### src/rtl/rom_loader_writer.sv
// rom_loader_writer
// Bridges the iosys ROM byte stream into SDRAM port 1. Each byte becomes a
// 16-bit big-endian write with a byte enable. Bytes are queued in a small
// FIFO so that SDRAM contention never loses data. The block tracks the size
// of the loaded ROM and raises md_on only once every byte is in SDRAM.
//
// Handshake (SDRAM port 1, toggle style): the port is idle when
// mem_req == mem_ack. A write is issued by registering mem_addr, mem_din and
// mem_be and inverting mem_req in the same cycle. Those outputs then hold
// until SDRAM inverts mem_ack to match, which completes the write and
// returns the port to idle. There is never more than one write outstanding.
module rom_loader_writer #(
    parameter int ADDR_W     = 22,
    parameter int FIFO_DEPTH = 8
) (
    input  logic              clk,
    input  logic              reset,
    input  logic [2:0]        loading,
    input  logic [7:0]        loader_do,
    input  logic              loader_do_valid,
    output logic [ADDR_W-2:0] mem_addr,
    output logic [15:0]       mem_din,
    output logic [1:0]        mem_be,
    output logic              mem_req,
    input  logic              mem_ack,
    output logic [ADDR_W-1:0] rom_size,
    output logic              md_on,
    output logic              busy,
    output logic              overflow,
    output logic [1:0]        state_dbg
);

    localparam int PTR_W = (FIFO_DEPTH > 1) ? $clog2(FIFO_DEPTH) : 1;
    localparam int CNT_W = PTR_W + 1;
    localparam logic [CNT_W-1:0] DEPTH_C = CNT_W'(FIFO_DEPTH);

    typedef enum logic [1:0] {
        ST_OFF   = 2'd0,
        ST_LOAD  = 2'd1,
        ST_DRAIN = 2'd2,
        ST_RUN   = 2'd3
    } state_t;

    state_t state;
    state_t state_nxt;

    // load edge detection
    logic loading_r;
    logic load_now;
    logic start;
    logic finish;

    // FSM-derived controls
    logic accept;
    logic issue_en;
    logic drain_done;

    // byte address counter
    logic [ADDR_W-1:0] counter;
    logic              saturated;
    logic              counter_max;

    // FIFO
    logic [ADDR_W-1:0] addr_mem [FIFO_DEPTH];
    logic [7:0]        data_mem [FIFO_DEPTH];
    logic [PTR_W-1:0]  wr_ptr;
    logic [PTR_W-1:0]  rd_ptr;
    logic [CNT_W-1:0]  count;
    logic              fifo_empty;
    logic              fifo_room;
    logic [ADDR_W-1:0] head_addr;
    logic [7:0]        head_data;

    // transfer controls
    logic req_idle;
    logic push_req;
    logic push;
    logic pop;

    assign load_now    = |loading;
    assign start       = load_now & ~loading_r;
    assign finish      = ~load_now & loading_r;

    assign req_idle    = (mem_req == mem_ack);
    assign fifo_empty  = (count == '0);
    assign counter_max = (counter == '1);
    assign head_addr   = addr_mem[rd_ptr];
    assign head_data   = data_mem[rd_ptr];

    // The start cycle flushes the FIFO, so nothing is popped from it then.
    assign pop       = issue_en & ~fifo_empty & req_idle & ~start;
    // A simultaneous pop frees the slot the incoming byte needs.
    assign fifo_room = (count != DEPTH_C) | pop;
    assign push_req  = accept & loader_do_valid;
    assign push      = push_req & ~saturated & fifo_room;

    assign busy      = ~fifo_empty | ~req_idle;
    assign state_dbg = state;

    // Registered copy of "a load is in progress" for edge detection.
    always_ff @(posedge clk or posedge reset) begin
        if (reset) begin
            loading_r <= 1'b0;
        end else begin
            loading_r <= load_now;
        end
    end

    // FSM state register.
    always_ff @(posedge clk or posedge reset) begin
        if (reset) begin
            state <= ST_OFF;
        end else begin
            state <= state_nxt;
        end
    end

    // FSM next state: a new load always wins, even over a drain in progress.
    always_comb begin
        state_nxt = state;
        if (start) begin
            state_nxt = ST_LOAD;
        end else begin
            case (state)
                ST_LOAD:  if (finish) state_nxt = ST_DRAIN;
                ST_DRAIN: if (fifo_empty && req_idle) state_nxt = ST_RUN;
                default:  state_nxt = state;
            endcase
        end
    end

    // FSM outputs: byte acceptance, issue enable and the core run enable.
    always_comb begin
        accept     = 1'b0;
        issue_en   = 1'b0;
        md_on      = 1'b0;
        drain_done = 1'b0;
        case (state)
            ST_LOAD: begin
                accept   = 1'b1;
                issue_en = 1'b1;
            end
            ST_DRAIN: begin
                issue_en   = 1'b1;
                drain_done = (state_nxt == ST_RUN);
            end
            ST_RUN: begin
                issue_en = 1'b1;
                md_on    = 1'b1;
            end
            default: begin
                accept = 1'b0;
            end
        endcase
    end

    // Byte counter with saturation at the top of the address space, plus the
    // sticky overflow flag for dropped bytes.
    always_ff @(posedge clk or posedge reset) begin
        if (reset) begin
            counter   <= '0;
            saturated <= 1'b0;
            overflow  <= 1'b0;
        end else if (start) begin
            counter   <= '0;
            saturated <= 1'b0;
            overflow  <= 1'b0;
        end else if (push_req) begin
            // The byte at the last address is still stored; the counter then
            // stays put and every later byte of this load is dropped.
            if (!saturated) begin
                if (counter_max) begin
                    saturated <= 1'b1;
                end else begin
                    counter <= counter + 1'b1;
                end
            end
            if (saturated || counter_max || !fifo_room) begin
                overflow <= 1'b1;
            end
        end
    end

    // FIFO pointers and occupancy; a new load discards whatever is queued.
    always_ff @(posedge clk or posedge reset) begin
        if (reset) begin
            wr_ptr <= '0;
            rd_ptr <= '0;
            count  <= '0;
        end else if (start) begin
            wr_ptr <= '0;
            rd_ptr <= '0;
            count  <= '0;
        end else begin
            if (push) wr_ptr <= wr_ptr + 1'b1;
            if (pop)  rd_ptr <= rd_ptr + 1'b1;
            case ({push, pop})
                2'b10:   count <= count + 1'b1;
                2'b01:   count <= count - 1'b1;
                default: count <= count;
            endcase
        end
    end

    // FIFO storage: byte address and data of each accepted byte.
    always_ff @(posedge clk) begin
        if (push) begin
            addr_mem[wr_ptr] <= counter;
            data_mem[wr_ptr] <= loader_do;
        end
    end

    // Issue: pop the head entry into the port registers and toggle mem_req.
    always_ff @(posedge clk or posedge reset) begin
        if (reset) begin
            mem_addr <= '0;
            mem_din  <= '0;
            mem_be   <= '0;
            mem_req  <= 1'b0;
        end else if (pop) begin
            mem_addr <= head_addr[ADDR_W-1:1];
            mem_din  <= {head_data, head_data};
            // Big-endian words: even byte address lands in the upper half.
            mem_be   <= head_addr[0] ? 2'b01 : 2'b10;
            mem_req  <= ~mem_req;
        end
    end

    // ROM size latches only when a load fully completes.
    always_ff @(posedge clk or posedge reset) begin
        if (reset) begin
            rom_size <= '0;
        end else if (drain_done) begin
            rom_size <= counter;
        end
    end

endmodule
### config.mk
export PLATFORM = sky130hd
export DESIGN_NAME = rom_loader_writer
export DESIGN_NICKNAME = d
export VERILOG_FILES = /design/src/rtl/rom_loader_writer.sv
export SDC_FILE = /design/constraint.sdc
export NUM_CORES = 1
export LEC_CHECK = 0
export ABC_CLOCK_PERIOD_IN_PS = 5700
export BUFFER_PORTS_ARGS = -buffer_cell sky130_fd_sc_hd__clkbuf_2
export CORE_UTILIZATION = 35
export CTS_BUF_LIST = sky130_fd_sc_hd__clkbuf_2 sky130_fd_sc_hd__clkbuf_4 sky130_fd_sc_hd__clkbuf_8
export DETAILED_ROUTE_END_ITERATION = 8
export PLACE_DENSITY = 0.53
export SETUP_SLACK_MARGIN = 0.3
export SLEW_MARGIN = 20
export SYNTH_ARGS = -nofsm -noshare
export SYNTH_HDL_FRONTEND = slang
export SYNTH_SLANG_ARGS = --single-unit
### constraint.sdc
create_clock -name clk -period 5.7 [get_ports clk]
set_clock_uncertainty 0.1 [all_clocks]
set_input_delay 0.855 -clock clk [delete_from_list [all_inputs] [get_ports clk]]
set_output_delay 0.855 -clock clk [all_outputs]
set_load 0.01 [all_outputs]
==> results of run 1 <==
-- synth_stat cells, drive strengths merged (10+ instances only) --
library cell and n:
edfxtp 240, dfrtp 91, nor2 65, mux4 60, a21oi 41, mux2i 36
buf 23, mux2 22, nand2 21, clkbuf 20, nand3 13, xnor2 13
nor3 12, ha 10
-- cell families (layout without fill, tap and decap cells) --
kind of cell,Yosys count,in the layout,synth area share
compound gates,73,73,0.0353
buf+inv,51,202,0.0190
xor+xnor,21,21,0.0138
simple gates,146,146,0.0561
mux,118,118,0.153
fa+ha+maj,11,11,0.0109
flops,331,331,0.712
-- per-stage QoR --
stage | total power [W] | setup slack (ns) | util | hold WS [ns] | std cells
after floorplan | 0.00394 | 1.38 | - | 0.395 | 751
after global placement | 0.00433 | 1.95 | 0.381 | 0.374 | 1312
after detailed placement | 0.00433 | 1.89 | 0.381 | 0.384 | 1312
after CTS | 0.00634 | 2.43 | 0.409 | 0.230 | 1412
after global routing | 0.00658 | 2.25 | 0.409 | 0.254 | 1413
final | 0.00623 | 2.48 | 0.409 | 0.220 | 1413
-- layout make-up --
type,instances,area [sq um],share of cell area
Sequential cell,331,9490,0.617
Multi-Input combinational cell,369,3640,0.237
Clock buffer,80,963,0.0626
Tap cell,511,639,0.0416
Timing Repair Buffer,94,523,0.0340
Clock inverter,20,88.8,0.00578
Inverter,8,32.5,0.00211
-- layer usage --
metal	track usage	vias to the layer above	wire, um
li1	-	3150	-
met1	0.205	3436	12800
met2	0.235	154	13000
met3	0.0258	45	1140
met4	0.0428	0	484
met5	0	-	0
-- worst paths after layout --
| check | startpoint | endpoint | slack [ns] | cells after the start |
|---|---|---|---|---|
| max | state_dbg[0] | data_mem[6][4] | 2.48 | 6 |
| min | reset | rom_size[21] | 0.22 | 2 |
| max reg2reg | state_dbg[0] | data_mem[6][4] | 2.48 | 6 |
| min reg2reg | mem_be[0] | mem_be[0] | 0.39 | 1 |
| max in group asynchronous | reset | mem_addr[4] | 4.18 | 3 |
| min in group clk | mem_be[0] | mem_be[0] | 0.39 | 1 |
-- power groups by stage --
| stage | Combinational (W) | Clock [W] | Sequential [W] |
|---|---|---|---|
| floorplan | 0.000931 | 0 | 0.00301 |
| global placement | 0.00122 | 0 | 0.00311 |
| detailed placement | 0.00123 | 0 | 0.00311 |
| CTS | 0.00123 | 0.00205 | 0.00306 |
| global route | 0.00133 | 0.00216 | 0.00309 |
| finish | 0.00120 | 0.00199 | 0.00305 |
-- critical path: cells and delay by family, from the launching register on --
family                   cells  cell delay [ns]
AND/OR/NAND/NOR              3             1.64
flip-flops                   1             0.46
adder cells (fa/ha/maj)      1             0.26
AO/OA/AOI/OAI                1             0.22
buffers and inverters        1             0.13
-- registers in the layout, indices dropped and copies added, names as in the netlist, 3 cells and up --
name	count
wr_ptr	3
count	4
addr_mem	176
rom_size	22
mem_addr	21
counter	22
data_mem	64
rd_ptr	3
mem_din	8
==> flow_metrics.tcl, run 1 <==
set metrics [dict create \
    power_frac_comb 0.192 \
    path_max_fanout 30 \
    hold_viol 0 \
    antenna_found_initial 0 \
    die-area_sq_mm 0.0388 \
    fmax_ghz 0.310 \
    io_buffers 81 \
    hold_buffers 0 \
    syn_area_sq_mm 0.0133 \
    fin_crit_ns 3.22 \
    design_area_sq_mm 0.0154 \
    syn_to_final_growth_pct 15.5 \
    die_w_um 197 \
    syn-num-nets 777 \
    drt_iter0_markers 408 \
    p_leak_nw 5.54 \
    final_nets 884 \
    ys_async_sr_fraction 0.275 \
    run_status "complete, no violations" \
    required_ns 5.78 \
    syn_area_per_cell_sq_um 17.7 \
    peakVddDrop_mv 0.165 \
    initial_core_util 0.354 \
    die_h_um 197 \
    power_density_mw_per_mm2 405 \
    ios 82 \
    setup_viol 0 \
    gr-total-overflow 0 \
    synth_top_area_frac 0.541 \
    final_common_cell "edfxtp_1" \
    clk_pin_slew_ns 0.06 \
    postSynthCellCount 751 \
    slew_viol_final 0 \
    fillers 3392 \
    p_seq_frac 0.489 \
    hold_class "primary input to async pin" \
    worstMarginPinSlew_ns 1.05 \
    grt_usage 0.147 \
    rsz0062_at_grt "no" \
    vias_per_cell 4.80 \
    ant_nets 0 \
    setup_tns_ns 0 \
    fp-row-count 71 \
    worstPathCellList "inv_1, ha_1, nor2_1, a21o_1, nand3b_1, nor2_4" \
    crit_slowest_cell "nor2_4" \
    cts-resized-gates 0 \
    fin_crit_sh 0.565 \
    htreeDepth 2 \
    grt_pass1_wl_mm 42.8 \
    maxCapViolCount 0 \
    wl_per_cell_um 19.4 \
    wl_mm 27.4 \
    place.gp.congestion 0.745 \
    ys_types 61 \
    worstSkewPairLatency_ns 0.57 \
    hpwl_mm 16.4 \
    cts_setup_buffers 0 \
    antenna_cells 0 \
    vias 6785 \
    yosysTopAreaCell "edfxtp_1" \
    p_sw_w 0.00176 \
    synth_area_leaders "edfxtp_1 54%, dfrtp_1 17%, mux4_2 10%" \
    critPathKind "flop to flop" \
    cts.sinks 331 \
    slew_headroom 0.301 \
    first_pass_iters 5 \
    layout_common_cells "240 x edfxtp_1, 88 x dfrtp_1, 81 x clkbuf_2" \
    synth-edff-count 240 \
    cts_root_buffer "clkbuf_8" \
    slowest_delay_ns 0.90 \
    cts_tree "done" \
    layout-drive-gt1-share 0.329 \
    synth_flop_cell "edfxtp_1" \
    cp-end-kind "flop" \
    pwr-share-clk 0.319 \
    ys_seq_area_frac 0.712 \
    clk_path_buf_depth 3 \
    core-area_sq_mm 0.0376 \
    drc 0 \
    swShare 0.282 \
    p_int_w 0.00447 \
    synth_seq_cells 331 \
    worst_ep_arrival_time_ns 3.30 \
    synth_warnings 0 \
    cts_made_buffers 54 \
    dpl-instance-area_sq_mm 0.0143 \
    startpoint_type "flop" \
    grt_max_degree 49 \
    grt_pass1_vias 7190 \
]
(Power assumes the default switching activity.)
==> inputs of run 2 (changes only) <==
--- a/config.mk
+++ b/config.mk
@@ -5,7 +5,7 @@
 export SDC_FILE = /design/constraint.sdc
 export NUM_CORES = 1
 export LEC_CHECK = 0
-export ABC_CLOCK_PERIOD_IN_PS = 5700
+export ABC_CLOCK_PERIOD_IN_PS = 3100
 export BUFFER_PORTS_ARGS = -buffer_cell sky130_fd_sc_hd__clkbuf_2
 export CORE_UTILIZATION = 35
 export CTS_BUF_LIST = sky130_fd_sc_hd__clkbuf_2 sky130_fd_sc_hd__clkbuf_4 sky130_fd_sc_hd__clkbuf_8
==> constraint.sdc (replaced) <==
create_clock -name clk -period 3.1 [get_ports clk]
set_clock_uncertainty 0.1 [all_clocks]
set_input_delay 0.465 -clock clk [delete_from_list [all_inputs] [get_ports clk]]
set_output_delay 0.465 -clock clk [all_outputs]
set_load 0.01 [all_outputs]
==> run 2 against run 1 <==
Against the previous run: power increased by 91%; cell count increased by 2.5%; register-to-register slack got worse by 2.0 ns; via count increased by 3.5%; largest cell class unchanged; critical path type unchanged; sequential cell count unchanged; critical path depth increased by 4; worst setup slack got worse by 2.0 ns; fmax increased by 22%; critical endpoint is now count[3].
==> flow_metrics.tcl, run 2 (same netlist as run 1, synthesis figures left out) <==
set metrics [dict create \
    layout_common_cells "240 x edfxtp_1, 87 x dfrtp_1, 81 x clkbuf_2" \
    worstSkewPairLatency_ns 0.61 \
    largest_register_ffs 176 \
    fp-row-count 71 \
    cts.sinks 331 \
    setup_viol 0 \
    p_leak_nw 5.80 \
    startpoint_type "flop" \
    vias 7024 \
    run_status "complete, no violations" \
    grt_usage 0.149 \
    vias_per_cell 4.85 \
    drt_iter0_markers 443 \
    grt_max_degree 62 \
    design_area_sq_mm 0.0159 \
    worstMarginPinSlew_ns 0.771 \
    hold_viol 0 \
    grt_pass1_vias 7337 \
    cp-end-kind "flop" \
    fillers 3350 \
    rsz0062_at_grt "yes" \
    critPathKind "flop to flop" \
    r2r-end "count[3]" \
    antenna_found_initial 0 \
    wl_mm 28.2 \
    peakVddDrop_mv 0.350 \
    final_common_cell "edfxtp_1" \
    path_max_fanout 7 \
    dp_slack_ns 0.188 \
    min_path_cells 1 \
    pwr-share-clk 0.333 \
    syn_to_final_growth_pct 19.5 \
    top_regs "addr_mem: 176 flops, data_mem: 64 flops" \
    clk_path_buf_depth 3 \
    die_w_um 197 \
    hold_class "primary input to flop" \
    hpwl_mm 16.6 \
    hold_ws_ns 0.0507 \
    reg2reg_slack_ns 0.46 \
    slew_headroom 0.485 \
    core-area_sq_mm 0.0376 \
    cts_made_buffers 55 \
    ant_nets 0 \
    drc 0 \
    layout-drive-gt1-share 0.359 \
    initial_core_util 0.354 \
    fin_cells 1449 \
    first_pass_iters 5 \
    dp.cells 1340 \
    fmax_ghz 0.379 \
    place.gp.congestion 0.735 \
    dpl-instance-area_sq_mm 0.0147 \
    final_nets 917 \
    grt_pass1_wl_mm 43.7 \
    fin_crit_ns 2.64 \
    slew_viol_final 0 \
    maxCapViolCount 0 \
    swShare 0.280 \
    fin_crit_sh 0.851 \
    fin_ws_ns 0.461 \
    cts_root_buffer "clkbuf_8" \
    regMostFlops "addr_mem" \
    worst_ep_arrival_time_ns 2.99 \
    p_int_w 0.00856 \
    htreeDepth 2 \
    p_seq_frac 0.455 \
    wl_per_cell_um 19.4 \
    power_frac_comb 0.212 \
    reg2regPathDepth 10 \
    io_buffers 81 \
    cts_tree "done" \
    clk_pin_slew_ns 0.06 \
    critPathLaunch "state_dbg[1]" \
    gr-total-overflow 0 \
    required_ns 3.46 \
    die_h_um 197 \
    power_density_mw_per_mm2 746 \
    p_sw_w 0.00332 \
    crit_end "count[3]" \
    reg2reg_from "state_dbg[1]" \
    die-area_sq_mm 0.0388 \
    ios 82 \
    p_total_w 0.0119 \
]
[run 2: how the worst min path moves through the flow]
stage	end	from
after floorplan	saturated	saturated
after global placement	mem_be[0]	mem_be[0]
after detailed placement	mem_be[0]	mem_be[0]
after CTS	data_mem[2][0]	loader_do[0]
after global routing	data_mem[2][0]	loader_do[0]
final	data_mem[0][3]	loader_do[3]
[run 2: cell type report]
type                    count  area (sq um)  share of cell area
well taps                 511           639              0.0402
clock inverters            22           169              0.0106
clock buffers              81           983              0.0618
diodes                      1          2.50            0.000157
repair buffers            126           913              0.0574
inverters                   8          33.8             0.00212
flip-flops and latches    331          9490               0.596
multi-input cells         369          3680               0.231
[run 2: through the flow]
step / setup TNS, ns / utilization
final: 0 / 0.424
after global routing: 0 / 0.424
after CTS: 0 / 0.423
after detailed placement: 0 / 0.391
after global placement: 0 / 0.391
after floorplan: -20.32 / -
[run 2: critical path, cell delays in order, from the launching register on]
cell     delay [ns]
dfrtp_2        0.42
inv_1          0.09
ha_1           0.22
or2_2          0.38
nor4_4         0.26
ha_1           0.28
a21o_2         0.22
a21oi_2        0.19
nand3_1        0.10
a32oi_1        0.19
a21oi_1        0.08
[run 2: layer usage]
metal / global-route usage / routed length [um] / vias to the layer above
met5: 0 / 0 / -
met4: 0.0428 / 558 / 0
met3: 0.0304 / 1180 / 56
met2: 0.250 / 13800 / 158
met1: 0.197 / 12700 / 3593
li1: - / - / 3217
[run 2: power by group through the flow]
stage | combinational [W] | clock (W) | sequential, W
final | 0.00252 | 0.00395 | 0.00541
after global routing | 0.00279 | 0.00429 | 0.00546
after CTS | 0.00258 | 0.00409 | 0.00542
after detailed placement | 0.00256 | 0 | 0.00551
after global placement | 0.00255 | 0 | 0.00550
after floorplan | 0.00171 | 0 | 0.00553
[run 2: what timing repair did]
item / in CTS / in global routing
cloned: 0 / 0
endpoints found under the setup margin: 1 / 46
endpoints found under the hold margin: 28 / 0
gates resized for setup: 2 / 3
pin swaps: 0 / 2
hold buffers: 3 / 0
setup buffers: 0 / 2
==> inputs of run 3 (changes only) <==
--- a/config.mk
+++ b/config.mk
@@ -6,13 +6,14 @@
 export NUM_CORES = 1
 export LEC_CHECK = 0
 export ABC_CLOCK_PERIOD_IN_PS = 3100
-export BUFFER_PORTS_ARGS = -buffer_cell sky130_fd_sc_hd__clkbuf_2
-export CORE_UTILIZATION = 35
+export CORE_UTILIZATION = 60
 export CTS_BUF_LIST = sky130_fd_sc_hd__clkbuf_2 sky130_fd_sc_hd__clkbuf_4 sky130_fd_sc_hd__clkbuf_8
 export DETAILED_ROUTE_END_ITERATION = 8
-export PLACE_DENSITY = 0.53
+export DONT_BUFFER_PORTS = 1
+export PLACE_DENSITY = 0.78
 export SETUP_SLACK_MARGIN = 0.3
 export SLEW_MARGIN = 20
 export SYNTH_ARGS = -nofsm -noshare
 export SYNTH_HDL_FRONTEND = slang
 export SYNTH_SLANG_ARGS = --single-unit
+export TNS_END_PERCENT = 20
==> run 3 against run 2 <==
Against the previous run: via count decreased by 2.0%; hold slack improved by 0.026 ns; sequential power increased by 4.3%; sequential share of layout area increased by 3.4 points; die area decreased by 41%; global-route usage increased by 9.1 points; sequential cell count unchanged; register-to-register slack improved by 0.02 ns; non-clock buffer count decreased by 86; utilization increased by 27 points; fmax increased by 0.82%; critical endpoint unchanged.
==> flow_metrics.tcl, run 3 (same netlist as run 1, synthesis figures left out) <==
set metrics [dict create \
    reg2reg_slack_ns 0.48 \
    syn_to_final_growth_pct 13.0 \
    largest_register_ffs 176 \
    fin_crit_ns 2.62 \
    layout_common_cells "240 x edfxtp_1, 88 x dfrtp_1, 60 x mux4_2" \
    min_path_cells 3 \
    final_nets 827 \
    worst_ep_arrival_time_ns 2.95 \
    holdPathEnd "state_dbg[1]" \
    grt_pass1_wl_mm 40.4 \
    hpwl_mm 15.3 \
    top_regs "addr_mem: 176 flops, data_mem: 64 flops" \
    vias_per_cell 6.13 \
    design_area_sq_mm 0.0151 \
    ios 82 \
    die_w_um 151 \
    maxCapViolCount 0 \
    clk_pin_slew_ns 0.06 \
    regMostFlops "addr_mem" \
    grt_pass1_vias 7386 \
    reg2reg_from "state_dbg[0]" \
    grt_usage 0.241 \
    p_leak_nw 5.36 \
    io_buffers 0 \
    wl_mm 26.1 \
    rsz0062_at_grt "no" \
    fin_crit_sh 0.844 \
    power_density_mw_per_mm2 753 \
    cts_made_buffers 51 \
    fillers 1317 \
    critPathKind "flop to flop" \
    fin_cells 1122 \
    fmax_ghz 0.382 \
    hp-start "loading[1]" \
    hold_viol 0 \
    reg2regPathDepth 10 \
    cts_root_buffer "clkbuf_8" \
    required_ns 3.43 \
    worstMarginPinSlew_ns 0.739 \
    r2r-end "count[3]" \
    multi_input_area_sq_mm 0.00366 \
    run_status "complete, no violations" \
    slew_viol_final 0 \
    final_common_cell "edfxtp_1" \
    antenna_found_initial 0 \
    cts_tree "done" \
    critPathLaunch "state_dbg[0]" \
    hold_class "primary input to flop" \
    ant_nets 0 \
    core-area_sq_mm 0.0218 \
    wl_per_cell_um 23.2 \
    antenna_cells 0 \
    path_max_fanout 7 \
    seqCellArea_sq_mm 0.00949 \
    htreeDepth 2 \
    initial_core_util 0.610 \
    layout-drive-gt1-share 0.277 \
    first_pass_iters 5 \
    startpoint_type "flop" \
    gr-total-overflow 0 \
    drc 0 \
    dp.cells 1016 \
    grt_max_degree 62 \
    clk_path_buf_depth 3 \
    slew_headroom 0.508 \
    fp-row-count 54 \
    place.gp.congestion 0.866 \
    cts.sinks 331 \
    die_h_um 151 \
    cts_setup_buffers 0 \
    drt_iter0_markers 580 \
    setup_tns_ns 0 \
    die-area_sq_mm 0.0228 \
    dpl-instance-area_sq_mm 0.0138 \
    cp-end-kind "flop" \
    setup_viol 0 \
    vias 6881 \
    worstSkewPairLatency_ns 0.57 \
    peakVddDrop_mv 0.471 \
]
run 3: cell types whose count changed in the layout (fill, tap and decap cells not counted), sizes merged:
| cell | before | now |
|---|---|---|
| diode | 1 | 0 |
| buf | 42 | 28 |
| bufinv | 2 | 1 |
| dlygate4sd3 | 3 | 12 |
| clkbuf | 162 | 79 |
| clkinv | 17 | 11 |
run 3: stage by stage:
step           total power [W]  worst slack [ns]   util  hold slack, ns
2_1_floorplan          0.00724            -0.115      -           0.395
3_3_place_gp           0.00761             0.366  0.635           0.374
3_5_place_dp           0.00773             0.246  0.635           0.392
4_1_cts                 0.0114             0.304  0.689          0.0458
5_1_grt                 0.0119             0.343  0.690          0.0748
6_report                0.0113             0.483  0.690          0.0769
run 3: how the worst max path moves through the flow:
stage / endpoint / slack (ns) / depth (start not counted)
floorplan: addr_mem[2][0] / -0.11 / 6
global placement: count[3] / 0.37 / 10
detailed placement: count[3] / 0.25 / 10
CTS: count[3] / 0.30 / 10
global route: count[3] / 0.34 / 10
finish: count[3] / 0.48 / 10
run 3: what timing repair did:
item	4_1_cts	5_1_grt
hold buffers	12	0
gates resized for setup	1	4
hold endpoints to repair	116	0
endpoints found under the setup margin	1	1
run 3: area by class of cell:
type / count / share of cell area
clock buffers: 79 / 0.0631
clock inverters: 15 / 0.00707
inverters: 8 / 0.00216
multi-input cells: 369 / 0.243
flip-flops and latches: 331 / 0.630
well taps: 280 / 0.0233
repair buffers: 40 / 0.0311
run 3: metal layers:
metal,up-vias,part of all wire,GRT usage
li1,3033,-,-
met1,3573,0.40,0.314
met2,224,0.52,0.410
met3,51,0.054,0.0437
met4,0,0.022,0.0815
met5,-,0,0
run 3: where the power goes:
| group | internal [W] | total, W | switching, W |
|---|---|---|---|
| sequential | 0.00511 | 0.00564 | 0.000528 |
| combinational | 0.00104 | 0.00204 | 0.000999 |
| clock | 0.00204 | 0.00366 | 0.00162 |
run 3: critical path, cell delays in order, from the launching register on:
cell and delay, ns:
dfrtp_1 0.36, buf_4 0.16, ha_1 0.30, and3b_1 0.27, nor4_4 0.05, buf_4 0.16, ha_1 0.36, a21oi_4 0.09
or3_1 0.34, a32oi_1 0.20, a21oi_1 0.08
